**src/rtl/quinta_pkg.sv**
```systemverilog
// rtl/quinta_pkg.sv - shared types for the register-file write arbiter
package quinta_pkg;

  localparam int REG_W  = 5;
  localparam int DATA_W = 32;

  typedef enum logic [1:0] {
    ARB_IDLE,
    ARB_SHARE,
    ARB_DRAIN
  } arb_state_t;

  typedef struct packed {
    logic [REG_W-1:0]  rd;
    logic [DATA_W-1:0] data;
  } wb_req_t;

endpackage

```
**src/rtl/regfile_write_arbiter_fifo.sv**
```systemverilog
// rtl/regfile_write_arbiter_fifo.sv - LU result queue with per-entry valid/rd taps
module wb_result_fifo
  import quinta_pkg::*;
#(
  parameter int DEPTH = 2
) (
  input  logic                          clk,
  input  logic                          rst,
  input  logic                          push,
  input  wb_req_t                       push_req,
  input  logic                          pop,
  output wb_req_t                       head,
  output logic                          full,
  output logic                          empty,
  output logic [$clog2(DEPTH):0]        count,
  output logic [DEPTH-1:0]              ent_valid,
  output logic [DEPTH-1:0][REG_W-1:0]   ent_rd
);

  localparam int AW = $clog2(DEPTH);

  wb_req_t      mem [DEPTH];
  logic [AW:0]  wr_ptr;
  logic [AW:0]  rd_ptr;
  logic         do_push;
  logic         do_pop;

  // Extra pointer bit distinguishes full from empty when the indices match.
  assign empty   = (wr_ptr == rd_ptr);
  assign full    = (wr_ptr[AW-1:0] == rd_ptr[AW-1:0]) && (wr_ptr[AW] != rd_ptr[AW]);
  assign count   = wr_ptr - rd_ptr;
  assign head    = mem[rd_ptr[AW-1:0]];
  assign do_push = push & ~full;
  assign do_pop  = pop & ~empty;

  always_ff @(posedge clk) begin
    if (do_push) begin
      mem[wr_ptr[AW-1:0]] <= push_req;
    end
  end

  always_ff @(posedge clk) begin
    if (!rst) begin
      wr_ptr    <= '0;
      rd_ptr    <= '0;
      ent_valid <= '0;
    end else begin
      if (do_pop) begin
        rd_ptr                       <= rd_ptr + (AW+1)'(1);
        ent_valid[rd_ptr[AW-1:0]]    <= 1'b0;
      end
      if (do_push) begin
        wr_ptr                       <= wr_ptr + (AW+1)'(1);
        ent_valid[wr_ptr[AW-1:0]]    <= 1'b1;
      end
    end
  end

  always_comb begin
    for (int i = 0; i < DEPTH; i++) begin
      ent_rd[i] = mem[i].rd;
    end
  end

endmodule

```
**src/rtl/regfile_write_arbiter.sv**
```systemverilog
// rtl/regfile_write_arbiter.sv - shares the RF write port between WB and a long-latency unit
module regfile_write_arbiter
  import quinta_pkg::*;
#(
  parameter int FIFO_DEPTH   = 2,
  parameter int STARVE_LIMIT = 4
) (
  input  logic              clk,
  input  logic              rst,
  input  logic              pipe_valid,
  input  logic              pipe_we,
  input  logic [REG_W-1:0]  pipe_rd,
  input  logic [DATA_W-1:0] pipe_data,
  input  logic              lu_valid,
  output logic              lu_ready,
  input  logic [REG_W-1:0]  lu_rd,
  input  logic [DATA_W-1:0] lu_data,
  output logic              stall_req,
  output logic              rf_we,
  output logic [REG_W-1:0]  rf_waddr,
  output logic [DATA_W-1:0] rf_wdata,
  output logic [31:0]       pending_mask
);

  localparam int CW = $clog2(STARVE_LIMIT + 1);
  localparam int AW = $clog2(FIFO_DEPTH);

  arb_state_t                        state;
  arb_state_t                        state_nxt;
  logic [CW-1:0]                     starve_cnt;
  logic [CW-1:0]                     starve_nxt;
  logic                              fifo_full;
  logic                              fifo_empty;
  logic [AW:0]                       fifo_count;
  logic [FIFO_DEPTH-1:0]             ent_valid;
  logic [FIFO_DEPTH-1:0][REG_W-1:0]  ent_rd;
  wb_req_t                           head;
  wb_req_t                           push_req;
  wb_req_t                           sel_req;
  logic                              sel_we;
  logic                              push;
  logic                              pop;
  logic                              pipe_req;
  logic                              last_pop;

  assign lu_ready      = ~fifo_full;
  assign push          = lu_valid & lu_ready & (lu_rd != '0);
  assign push_req.rd   = lu_rd;
  assign push_req.data = lu_data;
  assign stall_req     = (state == ARB_DRAIN);
  assign pipe_req      = pipe_valid & pipe_we & (pipe_rd != '0) & ~stall_req;
  assign last_pop      = pop & ~push & (fifo_count == (AW+1)'(1));

  wb_result_fifo #(.DEPTH(FIFO_DEPTH)) u_fifo (
    .clk       (clk),
    .rst       (rst),
    .push      (push),
    .push_req  (push_req),
    .pop       (pop),
    .head      (head),
    .full      (fifo_full),
    .empty     (fifo_empty),
    .count     (fifo_count),
    .ent_valid (ent_valid),
    .ent_rd    (ent_rd)
  );

  always_comb begin
    pop = 1'b0;
    case (state)
      ARB_SHARE: pop = ~pipe_req & ~fifo_empty;
      ARB_DRAIN: pop = ~fifo_empty;
      default:   pop = 1'b0;
    endcase
  end

  always_comb begin
    state_nxt  = state;
    starve_nxt = '0;
    case (state)
      ARB_IDLE: begin
        if (push) state_nxt = ARB_SHARE;
      end
      ARB_SHARE: begin
        if (!pop) begin
          starve_nxt = (starve_cnt == CW'(STARVE_LIMIT)) ? starve_cnt : starve_cnt + CW'(1);
        end
        if (last_pop) begin
          state_nxt = ARB_IDLE;
        end else if ((!pop && starve_cnt == CW'(STARVE_LIMIT - 1)) || (fifo_full && lu_valid)) begin
          state_nxt = ARB_DRAIN;
        end
      end
      ARB_DRAIN: begin
        if (last_pop || fifo_empty) state_nxt = ARB_IDLE;
      end
      default: state_nxt = ARB_IDLE;
    endcase
  end

  // Pipeline has priority; pop only happens when the pipeline is not writing.
  always_comb begin
    sel_we  = 1'b0;
    sel_req = '0;
    if (pipe_req) begin
      sel_we       = 1'b1;
      sel_req.rd   = pipe_rd;
      sel_req.data = pipe_data;
    end else if (pop) begin
      sel_we  = 1'b1;
      sel_req = head;
    end
  end

  always_comb begin
    pending_mask = '0;
    for (int i = 0; i < FIFO_DEPTH; i++) begin
      if (ent_valid[i]) pending_mask[ent_rd[i]] = 1'b1;
    end
  end

  always_ff @(posedge clk) begin
    if (!rst) begin
      state      <= ARB_IDLE;
      starve_cnt <= '0;
      rf_we      <= 1'b0;
      rf_waddr   <= '0;
      rf_wdata   <= '0;
    end else begin
      state      <= state_nxt;
      starve_cnt <= starve_nxt;
      rf_we      <= sel_we;
      rf_waddr   <= sel_req.rd;
      rf_wdata   <= sel_req.data;
    end
  end

endmodule

```
**config.mk**
```make
export PLATFORM = sky130hd
export DESIGN_NAME = regfile_write_arbiter
export DESIGN_NICKNAME = d
export VERILOG_FILES = /design/src/rtl/quinta_pkg.sv /design/src/rtl/regfile_write_arbiter_fifo.sv /design/src/rtl/regfile_write_arbiter.sv
export SDC_FILE = /design/constraint.sdc
export NUM_CORES = 1
export LEC_CHECK = 0
export BUFFER_PORTS_ARGS = -buffer_cell sky130_fd_sc_hd__buf_2
export CELL_PAD_IN_SITES_DETAIL_PLACEMENT = 1
export CELL_PAD_IN_SITES_GLOBAL_PLACEMENT = 2
export CORE_MARGIN = 2
export CORE_UTILIZATION = 33
export DETAILED_ROUTE_END_ITERATION = 6
export PLACE_DENSITY = 0.78
export SLEW_MARGIN = 5
export SYNTH_ARGS = -nofsm -noshare
export SYNTH_HDL_FRONTEND = slang
export SYNTH_SLANG_ARGS = --single-unit
```
**constraint.sdc**
```tcl
create_clock -name clk -period 2.3 [get_ports clk]
set_input_delay 0.23 -clock clk [delete_from_list [all_inputs] [get_ports clk]]
set_output_delay 0.23 -clock clk [all_outputs]
set_load 0.03 [all_outputs]
```
==> metrics.md <==
| Metric | Value |
|---|---|
| Fin Hold WS | 0.02805 ns |
| First-iteration detailed-routing DRC count | 161 |
| RSZ-0062 raised after global routing | no |
| F_max | around 0.46 GHz |
| Die height | 128.0 µm |
| DRC | 0 |
| Critical R2R Launch | state[0] |
| Critical path origin | u_fifo.mem[0][33] |
| Largest cells by area after synthesis | edfxtp_1, dfxtp_1, mux2_2 |
| Final period util | 0.9426 |
| Yosys cell types | 34 |
| Mux cell area share after synthesis | 0.08403 |
| Slew Viols, Final | 0 |
| Worst hold path class | input port to flop |
| Static leakage | approximately 0.0027 µW |
| Min Tclk post-route | ~2.2 ns |
| Main combinational cell family by area after synthesis | compound AO/OA/AOI/OAI gates |
| Post-CTS Resized | 0 |
| IO Port Bufs | 150 |
| Worst Tran Pin Value | 0.5458 ns |
| ANT nets after route | 0 |
| GP Congestion | 0.7813 |
| Pre-antenna DRT Iters | 4 |
| CTS Buf Count | 17 |
| Compound-Gate Fraction of Synth Area | 0.1249 |
| Slew HR | 0.6361 |
| Setup Skew | roughly 0.0064 ns |
| TritonCTS clock tree | yes |
| First-pass GRT wire length | between 20000 and 25000 µm |
| Status | finished clean |
| Clock sinks | 124 |
| Setup tns final | 0 ns |
| Crit Path Max Fanout | 8 |
| Peak VDD IR | 0.5241 mV |
| Clk slew on worst S/H paths | 0.05 ns |
| FP Rows | 45 |
| CP Capture Point | pending_mask[8] |
| Critical setup path kind | flop to output port |
| Pwr Density | 871.0 mW/mm² |
| N_diodes | 0 |
| Worst EP arrival | 1.94 ns |
| Critical Path Sink Type | output port |
| R2R Path End | state[1] |
| Mapped Nets | 469 |
| IO Pins | 151 |
| Top-count cell post-synth | edfxtp_1 |
| Initial Util | 0.3352 |
| WP data required | slightly above 2 ns |
| Syn Inst Count | 383 |
| NumNets Final | around 660 |
| Synth Area in Simple Gates | 0.1072 |
| Area delta synth->final | 37.14% |
| Top-area cell type share of the netlist area | 0.4377 |
| Yosys warning total | 0 |
| GRT Total Usage | 0.1705 |
| Post-synthesis sequential area ratio | 0.6348 |
| Skew-Pair Late Insertion Delay | between 0.4 and 0.5 ns |
| Post-Synth Adder-Cell Area | 0.01725 |
| Final hold vios | 0 |
| XOR/XNOR share of the synthesized area | 0.008625 |
| Asr flop ratio synth | 0 |
| Synth Flop Type | edfxtp_1 |
| Synth Register Bits | 124 |
| Root Buffer | clkbuf_16 |
| Max Cap Violations | 0 |
| Area leader, netlist | edfxtp_1 |
| Pin count of the biggest net entering global routing | 33 |
| Core ar. | 0.01515 mm² |
| Average cell area after synthesis | 13.26 µm² |
| Number of global-route vias before repair | 4068 |
| Synth top cells by count | edfxtp_1, dfxtp_1, nor2b_1 |
| Initial antenna violation count | 0 |
| DR vias | 3915 |
| Die width | roughly 130 µm |
| Worst setup SP type | flop |
| Post-CTS Setup Repair Bufs | 0 |
| Via density | 5.045 |
| Layout cell share with drive strength beyond 1 | 0.4082 |
| WL final | between 10000 and 15000 µm |
| Worst Reg-to-Reg Cells | 8 |
| WL/cell | 17.74 µm |
| Die area | 0.01639 mm² |
| Clk buf depth | 2 |
| Final HPWL DP | 9579 µm |
| Cell area after synthesis | 0.005077 mm² |
| R2r setup slk | 0.23 ns |
| H-tree levels | 4 |
| Final setup vio count | 0 |
| GRT Residual Overflow | 0 |
| EDFF count, synth | between 70 and 80 |
==> how the worst min path moves through the flow <==
stage,startpoint,endpoint,slack [ns],cells after the start
global route,lu_data[7],u_fifo.mem[1][7],0.009,1
floorplan,lu_data[0],u_fifo.mem[0][0],0.33,0
detailed placement,lu_data[30],u_fifo.mem[0][30],0.42,1
CTS,lu_rd[1],u_fifo.mem[0][33],0.002,1
finish,lu_data[7],u_fifo.mem[1][7],0.03,1
global placement,lu_data[14],u_fifo.mem[0][14],0.42,1
==> cell type report <==
class | count | area [µm²]
fill | 1583 | 8183
sequential | 124 | 3224
multi-input combinational | 229 | 1739
timing repair buffer | 193 | 1186
clock buffer | 17 | 425.4
tap | 188 | 235.2
clock inverter | 15 | 107.6
inverter | 10 | 45.04
==> sequential cells by signal, indices dropped and copies added, names as in the netlist, named ones only <==
signal and flops:
state 2, rf_wdata 32, u_fifo.wr_ptr 2, u_fifo.ent_valid 2, u_fifo.rd_ptr 2, rf_we 1
u_fifo.mem 74, rf_waddr 5, starve_cnt 3
==> cells by family after synthesis <==
| logic type | Yosys count |
|---|---|
| compound gates | 92 |
| xor+xnor | 5 |
| fa+ha+maj | 7 |
| buf+inv | 30 |
| flops | 124 |
| mux | 38 |
| simple gates | 87 |
==> critical path: stages, from the launching register on <==
cell	delay (ns)
edfxtp_1	0.45
or3b_2	0.61
o22ai_1	0.23
buf_2	0.23
==> cells in the final DEF (no fill, tap or decap), types with 7 or more instances in the layout <==
cell / Yosys / layout
a22oi_1: 37 / 37
buf_2: 4 / 150
nor2b_1: 38 / 38
inv_1: 10 / 8
mux2_2: 37 / 37
dfxtp_1: 50 / 49
buf_4: 0 / 10
dlygate4sd3_1: 0 / 30
edfxtp_1: 74 / 74
nand3b_1: 10 / 10
nand3_1: 9 / 9
nand2_1: 8 / 8
clkbuf_16: 0 / 17
ha_1: 7 / 7
o22ai_1: 32 / 32
==> through the flow <==
step | utilization | power (µW) | setup slack, ns | instances | area (µm²)
floorplan | - | 3318 | 0.1395 | 383 | 5085
global placement | 0.4047 | 3648 | 0.2593 | 714 | 6130
detailed placement | 0.4047 | 3688 | 0.1937 | 714 | 6130
CTS | 0.4597 | 6143 | 0.09356 | 776 | 6963
global route | 0.4597 | 6331 | 0.05347 | 776 | 6963
finish | 0.4597 | 6065 | 0.1319 | 776 | 6963
==> timing repair <==
item,CTS,global route
hold buffers,30,0
endpoints found under the setup margin,0,0
hold endpoints to repair,60,0
==> layer usage <==
layer / global-route usage / vias up / routed length (µm)
met4: 0.05818 / 0 / 127
met1: 0.1974 / 1910 / 5844
met3: 0.05050 / 11 / 791
met5: 0 / - / 0
li1: - / 1850 / -
met2: 0.3014 / 144 / 7004
==> power breakdown <==
part / internal, µW / leakage (µW) / total (µW) / switching [µW]
Sequential: 2540 / 0.00110 / 2640 / 92.5
Clock: 1450 / 0.000253 / 2380 / 928
Combinational: 449 / 0.00136 / 1050 / 600
Power figures use the tool's default switching activity.
